File: config.mk
export PLATFORM = sky130hd
export DESIGN_NAME = uart_operand_rx
export DESIGN_NICKNAME = d
export VERILOG_FILES = /design/src/rtl/uart_operand_rx.sv
export SDC_FILE = /design/constraint.sdc
export NUM_CORES = 1
export LEC_CHECK = 0
export BUFFER_PORTS_ARGS = -buffer_cell sky130_fd_sc_hd__buf_2
export CORE_AREA = 2 2 68 44
export DETAILED_ROUTE_END_ITERATION = 10
export DIE_AREA = 0 0 70 46
export PLACE_DENSITY = 0.79
export SETUP_SLACK_MARGIN = 0.02
export SYNTH_ARGS = -nofsm -noshare
export SYNTH_HDL_FRONTEND = slang
export SYNTH_SLANG_ARGS = --single-unit
File: constraint.sdc
create_clock -name clk -period 4.5 [get_ports clk]
set_input_delay 0 -clock clk [delete_from_list [all_inputs] [get_ports clk]]
set_output_delay 0 -clock clk [all_outputs]
set_load 0.01 [all_outputs]
File: src/rtl/uart_operand_rx.sv
// UART 8N1 receiver capturing two 4-bit multiplier operands per byte.
// Ports: clk, rst_n, rx in; a, b, op_valid, frame_err, busy out.
module uart_operand_rx #(
  parameter int CLKS_PER_BIT = 87
) (
  input  logic       clk,
  input  logic       rst_n,
  input  logic       rx,
  output logic [3:0] a,
  output logic [3:0] b,
  output logic       op_valid,
  output logic       frame_err,
  output logic       busy
);

  localparam int CW = $clog2(CLKS_PER_BIT);
  localparam logic [CW-1:0] HALF = CW'(CLKS_PER_BIT / 2 - 1);
  localparam logic [CW-1:0] FULL = CW'(CLKS_PER_BIT - 1);

  typedef enum logic [2:0] {
    IDLE,
    START,
    DATA,
    STOP,
    BRK
  } state_t;

  state_t          state;
  logic            rx_m;
  logic            rx_s;
  logic [CW-1:0]   cnt;
  logic [2:0]      idx;
  logic [7:0]      shift;

  always_ff @(posedge clk or negedge rst_n) begin
    if (!rst_n) begin
      rx_m <= 1'b1;
      rx_s <= 1'b1;
    end else begin
      rx_m <= rx;
      rx_s <= rx_m;
    end
  end

  always_ff @(posedge clk or negedge rst_n) begin
    if (!rst_n) begin
      state     <= IDLE;
      cnt       <= '0;
      idx       <= '0;
      shift     <= '0;
      a         <= '0;
      b         <= '0;
      op_valid  <= 1'b0;
      frame_err <= 1'b0;
    end else begin
      op_valid  <= 1'b0;
      frame_err <= 1'b0;
      unique case (state)
        IDLE: begin
          cnt <= '0;
          // The detecting edge is count 0, so START begins at 1.
          if (!rx_s) begin
            state <= START;
            cnt   <= CW'(1);
          end
        end
        START: begin
          if (cnt == HALF) begin
            cnt <= '0;
            idx <= '0;
            if (rx_s) state <= IDLE;
            else      state <= DATA;
          end else begin
            cnt <= cnt + CW'(1);
          end
        end
        DATA: begin
          if (cnt == FULL) begin
            cnt   <= '0;
            shift <= {rx_s, shift[7:1]};
            idx   <= idx + 3'd1;
            if (idx == 3'd7) state <= STOP;
          end else begin
            cnt <= cnt + CW'(1);
          end
        end
        STOP: begin
          if (cnt == FULL) begin
            cnt <= '0;
            if (rx_s) begin
              a        <= shift[3:0];
              b        <= shift[7:4];
              op_valid <= 1'b1;
              state    <= IDLE;
            end else begin
              frame_err <= 1'b1;
              state     <= BRK;
            end
          end else begin
            cnt <= cnt + CW'(1);
          end
        end
        BRK: begin
          cnt <= '0;
          // Held-low line: one error only, wait for idle.
          if (rx_s) state <= IDLE;
        end
        default: begin
          state <= IDLE;
          cnt   <= '0;
        end
      endcase
    end
  end

  assign busy = (state != IDLE);

endmodule

==> flow_summary_export.csv, run 1 <==
group,metric,value,unit
floorplan,pin_count,14,
cts,cts_buffer_depth,2,
sta,finalClockSkew,4.417,ps
critical_path,worstSetupPathType,"reg2reg",
critical_path,cp_max_fo,14,
outcome,status,"finished clean",
layout,area_growth,12.14,%
sta,hold_viol,0,
synthesis,synth_top_family_by_area,"multiplexers",
floorplan,die_w,70,µm
floorplan,start_util,56.48,%
power,switching_share,22.74,%
detailed_routing,drtIter0Drc,42,
synthesis,synth.distinct_cells,34,
synthesis,synth.mux.area_fraction,15.96,%
sta,rsz0062_at_grt,"no",
layout,final_nets,140,
power,ir_drop,245.5,µV
cts,cts_tree,"yes",
synthesis,synth_ff_type,"dfrtp_1",
sta,finalSetupViolCount,0,
global_route,grt_first_pass_wirelength,4.422,mm
synthesis,synth_nets,123,
cts,clkTransAtPathRegs,70,ps
power,seqPwrFrac,55.1,%
placed_design,dpl_cell_area,1578,µm²
layout,nFillCells,202,
sta,period_needed,1820,ps
detailed_routing,antenna_left,0,
floorplan,core_area,2665,µm²
global_route,grt_usage,19.59,%
synthesis,synthSimpleGateAreaFrac,14.71,%
synthesis,synth_compound_area_share,3.907,%
synthesis,synth_xor_area_share,3.491,%
synthesis,synth_cells,116,
power,leakage,0.8241,nW
placed_design,place_hpwl,1.926,mm
synthesis,synth_edf_count,0,
global_route,antenna_found_initial,0,
power,p_clk_share,39.1,%
layout,antenna_cells,0,
job,maxCapViolations,0,
sta,worst_slew_pin_slew,696.2,ps
power,power_density,340.0,nW/µm²
critical_path,worstPathArrival,1990,ps
cts,clock-sinks,33,
sta,fin_crit_sh,40.45,%
synthesis,syn_area,1505,µm²
critical_path,worstPathRequired,4670,ps
detailed_routing,wl_per_cell,15.87,µm
sta,slew_headroom,53.59,%
global_route,grt_pass1_vias,911,
critical_path,crit_path_end_kind,"flip-flop",
synthesis,synth-seq-area-share,55.03,%
sta,maxSlewViolCount,0,
cts,insertion_delay,280,ps
floorplan,fp-row-count,15,
cts,post_cts_buffers,0,
synthesis,yosys_register_bits,33,
layout,fin_area,1688,µm²
sta,timing.hold.ws,305.2,ps
placed_design,portBuffers,13,
placed_design,gp_congestion,0.7474,
synthesis,synth-adder-area-share,3.325,%
detailed_routing,drtPass1Iterations,4,
sta,max_freq,549.3,MHz
hold_path,hold_class,"in2async",
detailed_routing,vias,909,
detailed_routing,wl,2.666,mm
power,comb_power_share,5.7,%
detailed_routing,viasPerCell,5.411,
sta,setup_tns,0,ps
detailed_routing,drc,0,
floorplan,die_area,3220,µm²
global_route,gr-total-overflow,0,
power,internal-power,0.0004433,W
cts,cts_resized,0,
synthesis,syn_area_per_cell,12.98,µm²
layout,layout-drive-gt1-share,31.34,%
power,p_sw,0.0001305,W
cts,htree_levels,2,
layout,mostFrequentLayoutCells,"31 x dfrtp_1, 13 x buf_2, 8 x mux2_4, 8 x mux2_2, 7 x nor3_1",
cts,cts-buffers-inserted,5,
cts,cts-root-buf,"clkbuf_8",
floorplan,die_h,46,µm
synthesis,synth-async-reset-ratio,100.0,%
layout,mostFrequentLayoutCell,"dfrtp_1",
global_route,grt_max_degree,34,
critical_path,startpoint_type,"flip-flop",
synthesis,yosys_warnings,0,
power groups by stage:
| stage | Sequential, W | Combinational [W] | Clock, W |
|---|---|---|---|
| floorplan | 0.000315 | 0.0000244 | 0 |
| global placement | 0.000320 | 0.0000301 | 0 |
| detailed placement | 0.000321 | 0.0000322 | 0 |
| CTS | 0.000316 | 0.0000336 | 0.000231 |
| global route | 0.000317 | 0.0000382 | 0.000247 |
| finish | 0.000316 | 0.0000328 | 0.000225 |
cell usage after synthesis (4+ instances only):
library cell	count	share of area, %
nor2_1	5	1.2
xnor2_1	4	2.3
mux2_2	8	6.0
dfrtp_1	31	52
nor3_1	7	2.3
ha_1	4	3.3
inv_1	5	1.2
nand2_1	6	1.5
mux2_4	8	8.0
flip-flops by register name, indices dropped and copies added (netlist names):
register	count
rx_s	1
op_valid	1
idx	3
cnt	7
a	4
state	3
frame_err	1
b	4
shift	8
rx_m	1
cell type report:
class / count / area, µm² / share of cell area, %
sequential: 33 / 828.3 / 49.07
timing repair buffer: 15 / 85.08 / 5.041
multi-input combinational: 73 / 623.1 / 36.92
tap: 34 / 42.54 / 2.520
clock buffer: 8 / 90.09 / 5.337
inverter: 5 / 18.77 / 1.112
metal layers:
layer	vias to the layer above	part of all wire [%]	GRT usage (%)
met2	17	47	29.71
met1	449	49	24.43
met4	0	1.7	9.615
li1	437	-	-
met5	-	0	0
met3	6	3.0	8.850
path summary, 6_finish.rpt:
path                               start  endpoint  slack [ps]  cells after the start
worst min-delay path               rst_n      b[1]         310                      2
worst max-delay path            state[1]  shift[2]        2680                      4
worst min register to register      rx_m      rx_s         360                      0
min in group clk                    rx_m      rx_s         360                      0
max in group asynchronous          rst_n    cnt[5]        3750                      2
worst max register to register  state[1]  shift[2]        2680                      4
stage by stage:
stage	std cells	power (W)	setup slack, ps	util (%)
6_report	168	0.0005738	2680	63.33
3_5_place_dp	158	0.0003536	2691	59.20
2_1_floorplan	116	0.0003397	2784	-
4_1_cts	168	0.0005808	2693	63.33
5_1_grt	168	0.0006026	2533	63.33
3_3_place_gp	158	0.0003500	2789	59.20
repair_timing:
action                     4_1_cts  5_1_grt
hold buffers                     2        0
hold endpoints to repair        32        0
setup endpoints to repair        0        0
critical path: stages, from the launching register on:
cell and delay (ps):
dfrtp_1 560, nor2b_1 330, and2_1 230, and2_4 260, mux2_4 320
cells by family (layout without fill, tap and decap cells):
| group | count (synthesis) | count (layout) |
|---|---|---|
| and+or+nand+nor | 36 | 36 |
| DFF | 33 | 33 |
| muxes | 19 | 19 |
| buffers and inverters | 10 | 28 |
| AOI/OAI and AO/OA | 8 | 8 |
| xor gates and xnor gates | 6 | 6 |
| adders and majority gates | 4 | 4 |
Note: power is estimated with default switching activity, not from simulation.
==> run 2, diff against run 1 <==
Settings changed: CORE_AREA 2 2 68 44 to 2 2 73 47, DIE_AREA 0 0 70 46 to 0 0 75 49, PLACE_DENSITY 0.79 to 0.72.
Clock period 4.5 ns to 1.49 ns, I/O delays scaled along.
==> run 2 against run 1 <==
Effect of this change:
- the run now ends with setup timing left
- non-clock buffer count up 19
- routed wire length down 3.1%
- worst hold slack lost 7.8 ps
- via count grew 7.2%
- clock power increased to 3.6 times the previous value
- largest cell class unchanged
==> flow_summary_export.csv, run 2 (synthesized netlist as in run 1, its figures left out) <==
group,metric,value,unit
sta,timing.hold.ws,297.4,ps
sta,rsz0062_at_grt,"yes",
outcome,status,"finished, violations left",
sta,maxSlewViolCount,0,
sta,fin_ws,-197.9,ps
critical_path,worstSetupPathType,"reg2reg",
cts,cts-root-buf,"clkbuf_8",
global_route,grt_first_pass_wirelength,4.526,mm
cts,cts_buffer_depth,2,
sta,slew_headroom,52.88,%
detailed_routing,drtPass1Iterations,4,
cts,clkTransAtPathRegs,70,ps
hold_path,hold_class,"in2async",
layout,largestRegisters,"shift (8), cnt (7)",
global_route,antenna_found_initial,0,
detailed_routing,vias,974,
power,power,0.001907,W
placed_design,gp_congestion,0.7422,
layout,regMostFlops,"shift",
job,maxCapViolations,0,
sta,hold_viol,0,
sta,fin_crit_sh,113.3,%
global_route,grt_usage,16.64,%
floorplan,start_util,49.14,%
layout,nFillCells,233,
critical_path,crit_path_frequent_cell,"and2_4",
layout,largest_register_ffs,8,
cts,cts_tree,"yes",
critical_path,cp_cell_sequence,"inv_1 -> ha_2 -> and4b_1 -> and2_4 -> and2_4 -> mux2_4",
layout,mostFrequentLayoutCell,"dfrtp_1",
critical_path,slowest_delay,380,ps
floorplan,die_area,3675,µm²
critical_path,worstPathArrival,1850,ps
power,seqPwrFrac,49.2,%
critical_path,cp_max_fo,8,
power,comb_power_share,8.8,%
power,power_density,999.3,nW/µm²
critical_path,worstPathRequired,1650,ps
power,p_clk_share,42.0,%
cts,htree_levels,2,
floorplan,die_h,49,µm
layout,area_growth,26.77,%
power,leakage,0.9391,nW
detailed_routing,wl_per_cell,13.05,µm
sta,setup_tns,-3073,ps
power,internal-power,0.001497,W
cts,insertion_delay,290,ps
floorplan,core_area,3063,µm²
detailed_routing,antenna_left,0,
layout,mostFrequentLayoutCells,"31 x dfrtp_1, 17 x buf_4, 13 x buf_2",
sta,period_needed,1688,ps
cts,clock-sinks,33,
critical_path,crit_path_end_kind,"flip-flop",
placed_design,portBuffers,13,
sta,finalClockSkew,11.85,ps
power,p_sw,0.0004095,W
sta,finalSetupViolCount,22,
global_route,grt_max_degree,34,
power,ir_drop,570.5,µV
layout,antenna_cells,0,
sta,worst_slew_pin_slew,706.8,ps
detailed_routing,drtIter0Drc,17,
critical_path,startpoint_type,"flip-flop",
placed_design,place_hpwl,1.787,mm
floorplan,pin_count,14,
layout,final_nets,159,
detailed_routing,drc,0,
cts,cts-buffers-inserted,5,
layout,fin_area,1908,µm²
global_route,gr-total-overflow,0,
detailed_routing,viasPerCell,4.919,
outcome,violations,"setup timing",
layout,layout-drive-gt1-share,46.41,%
layout,instances_no_fill,198,
detailed_routing,wl,2.583,mm
critical_path,cp_slowest_cell,"dfrtp_1",
power,switching_share,21.48,%
placed_design,dpl_cell_area,1709,µm²
floorplan,die_w,75,µm
sta,max_freq,592.5,MHz
placed_design,placed_cells,184,
global_route,grt_pass1_vias,997,
floorplan,fp-row-count,16,
-- run 2: changes by cell type in the layout (fill, tap and decap cells not counted), sizes merged --
cell	change
buf	+19
clkbuf	-2
bufinv	+1
clkinv	+1
-- run 2: power by group through the flow --
stage / sequential (W) / combinational (W) / clock (W)
floorplan: 0.000952 / 0.0000747 / 0
global placement: 0.000952 / 0.000145 / 0
detailed placement: 0.000952 / 0.000151 / 0
CTS: 0.000937 / 0.000164 / 0.000820
global route: 0.000940 / 0.000187 / 0.000867
finish: 0.000937 / 0.000168 / 0.000802
-- run 2: area by class of cell --
class	count	area, µm²	share of cell area, %
clock buffer	6	72.57	3.803
clock inverter	2	35.03	1.836
inverter	5	18.77	0.9836
multi-input combinational	73	661.9	34.69
sequential	33	828.3	43.41
tap	45	56.30	2.951
timing repair buffer	34	235.2	12.33
-- run 2: worst paths after layout --
path	startpoint	to	slack (ps)	cells after the start
setup reg to reg	cnt[0]	shift[5]	-200	6
min in group clk	rx_m	rx_s	360	0
hold reg to reg	rx_m	rx_s	360	0
max in group asynchronous	rst_n	cnt[2]	730	2
setup / recovery	cnt[0]	shift[5]	-200	6
hold / removal	rst_n	shift[7]	300	2
-- run 2: critical path: cells and delay by family, from the launching register on --
kind,cells,cell delay (ps)
buffers and inverters,1,60
adder cells (fa/ha/maj),1,160
flip-flops,1,380
multiplexers,1,320
AND/OR/NAND/NOR,3,640
-- run 2: layer usage --
metal	GRT usage [%]	vias to the layer above	wire [µm]
met2	23.68	19	1171
met3	5.579	6	120
li1	-	480	-
met1	23.98	469	1255
met4	5.357	0	35
met5	0	-	0
-- run 2: metrics by stage --
stage | util (%) | worst slack [ps]
after floorplan | - | -219.2
after global placement | 55.80 | -149.1
after detailed placement | 55.80 | -208.0
after CTS | 61.85 | -166.1
after global routing | 62.30 | -260.7
final | 62.30 | -197.9
-- run 2: timing repair --
item | CTS | global route
endpoints found under the setup margin | 28 | 29
setup buffers | 4 | 1
hold endpoints to repair | 32 | 0
resized for setup | 7 | 3
pin swaps | 4 | 3
hold buffers | 2 | 0
==> run 3, diff against run 2 <==
--- a/config.mk
+++ b/config.mk
@@ -7,4 +7,5 @@
 export LEC_CHECK = 0
 export BUFFER_PORTS_ARGS = -buffer_cell sky130_fd_sc_hd__buf_2
+export CAP_MARGIN = 5
 export CORE_AREA = 2 2 73 47
 export DETAILED_ROUTE_END_ITERATION = 10
==> constraint.sdc (replaced) <==
create_clock -name clk -period 1.49 [get_ports clk]
set_input_delay 0.149 -clock clk [delete_from_list [all_inputs] [get_ports clk]]
set_output_delay 0.149 -clock clk [all_outputs]
set_load 0.01 [all_outputs]
==> run 3 against run 2 <==
Effect of this change:
- the run still ends with setup timing left
- count of clock-buffer cells in the layout stayed put
- total power rose by 1.6%
- cell count rose by 2.5%
- register-to-register slack about the same
==> flow_summary_export.csv, run 3 (synthesized netlist as in run 1, its figures left out) <==
group,metric,value,unit
critical_path,cp_max_fo,8,
floorplan,core_area,3063,µm²
layout,largest_register_ffs,8,
power,seqPwrFrac,48.5,%
critical_path,startpoint_type,"flip-flop",
placed_design,place_hpwl,1.787,mm
sta,fin_ws,-206.9,ps
sta,finalSetupViolCount,29,
power,power_density,974.0,nW/µm²
cts,cts_buffer_depth,2,
power,leakage,0.9815,nW
placed_design,portBuffers,13,
power,switching_share,21.55,%
sta,fin_crit_sh,113.9,%
layout,area_growth,32.09,%
outcome,status,"finished, violations left",
floorplan,die_area,3675,µm²
detailed_routing,drtIter0Drc,24,
global_route,grt_max_degree,34,
layout,mostFrequentLayoutCells,"31 x dfrtp_1, 19 x buf_4, 12 x buf_2",
detailed_routing,vias,1011,
sta,maxSlewViolCount,0,
floorplan,die_w,75,µm
sta,finalClockSkew,11.33,ps
critical_path,cp_slowest_cell,"dfrtp_1",
hold_path,hold_class,"reg2reg",
floorplan,fp-row-count,16,
critical_path,crit_path_frequent_cell,"and2_4",
sta,max_freq,589.3,MHz
power,internal-power,0.001519,W
critical_path,crit_path_end_kind,"flip-flop",
layout,final_nets,164,
critical_path,slowest_delay,390,ps
critical_path,rrSetupSlack,-210,ps
detailed_routing,drc,0,
layout,multi_input_area,686.9,µm²
layout,register_area,828.3,µm²
power,comb_power_share,10.3,%
critical_path,worstPathArrival,1860,ps
detailed_routing,drtPass1Iterations,4,
sta,hold_viol,0,
floorplan,pin_count,14,
global_route,grt_pass1_vias,1026,
layout,layout-drive-gt1-share,51.27,%
critical_path,worstPathRequired,1650,ps
floorplan,die_h,49,µm
placed_design,pre_cts_ws,-208.0,ps
power,ir_drop,580.1,µV
global_route,antenna_found_initial,0,
floorplan,start_util,49.14,%
layout,antenna_cells,0,
layout,mostFrequentLayoutCell,"dfrtp_1",
global_route,grt_first_pass_wirelength,4.816,mm
layout,regMostFlops,"shift",
cts,cts-buffers-inserted,5,
cts,clock-sinks,33,
power,p_clk_share,41.2,%
placed_design,gp_congestion,0.7422,
job,maxCapViolations,0,
sta,rsz0062_at_grt,"yes",
detailed_routing,wl,2.893,mm
global_route,gr-total-overflow,0,
cts,clkTransAtPathRegs,70,ps
critical_path,cp_cell_sequence,"inv_1 -> ha_2 -> and4b_1 -> and2_4 -> and2_4 -> mux2_4",
detailed_routing,viasPerCell,4.980,
detailed_routing,wl_per_cell,14.25,µm
cts,cts-root-buf,"clkbuf_8",
power,p_sw,0.0004174,W
cts,cts_tree,"yes",
critical_path,worstSetupPathType,"reg2reg",
layout,largestRegisters,"shift (8), cnt (7)",
sta,worst_slew_pin_slew,708.3,ps
sta,slew_headroom,52.78,%
cts,htree_levels,2,
global_route,grt_usage,17.69,%
layout,nFillCells,220,
outcome,violations,"setup timing",
sta,timing.hold.ws,357.9,ps
detailed_routing,antenna_left,0,
cts,insertion_delay,290,ps
sta,period_needed,1697,ps
==> run 3: power by group through the flow <==
stage                     clock network, W   logic, W  registers (W)
after global routing              0.000867   0.000217       0.000941
final                             0.000799   0.000199       0.000939
after detailed placement                 0   0.000151       0.000952
after global placement                   0   0.000145       0.000952
after floorplan                          0  0.0000747       0.000952
after CTS                         0.000820   0.000179       0.000938
==> run 3: per-stage QoR <==
stage                     power (W)  utilization (%)  setup TNS (ps)  cells  cell area, µm²
final                      0.001936            64.91           -3508    203            1988
after global placement     0.001098            55.80           -1981    184            1709
after detailed placement   0.001103            55.80           -2918    184            1709
after floorplan            0.001027                -           -2696    116            1514
after CTS                  0.001937            63.64           -2538    200            1949
after global routing       0.002025            64.91           -5648    203            1988
==> run 3: worst paths after layout <==
| kind | start | endpoint | depth (start not counted) |
|---|---|---|---|
| worst min register to register | rx_m | rx_s | 0 |
| min in group asynchronous | rst_n | cnt[0] | 2 |
| worst max-delay path | cnt[0] | shift[5] | 6 |
| worst max register to register | cnt[0] | shift[5] | 6 |
| max in group asynchronous | rst_n | idx[0] | 2 |
| worst min-delay path | rx_m | rx_s | 0 |
==> run 3: what timing repair did <==
action                                 4_1_cts  5_1_grt
endpoints found under the hold margin       32        0
setup endpoints to repair                   29       30
gates resized for setup                     15        4
pin swaps                                    4        4
setup buffers                                6        4
gates cloned                                 0        0
hold buffers                                 2        0
==> run 3: final cells by class <==
class / count / area share (%)
clock buffer: 6 / 3.650
clock inverter: 2 / 1.762
inverter: 5 / 0.9440
multi-input combinational: 73 / 34.55
sequential: 33 / 41.66
tap: 45 / 2.832
timing repair buffer: 39 / 14.60
==> run 3: metal layers <==
layer  track usage [%]  up-vias  share of wire [%]
met2             25.58       19                 46
met4             5.357        0                1.2
met1             25.48      497                 48
li1                  -      489                  -
met3             5.579        6                4.2
met5                 0        -                  0
==> run 3: critical path, delay by kind of cell (launching register included) <==
family	cells	cell delay, ps
buf+inv	1	60
simple gates	3	650
fa+ha+maj	1	160
mux	1	320
flops	1	390
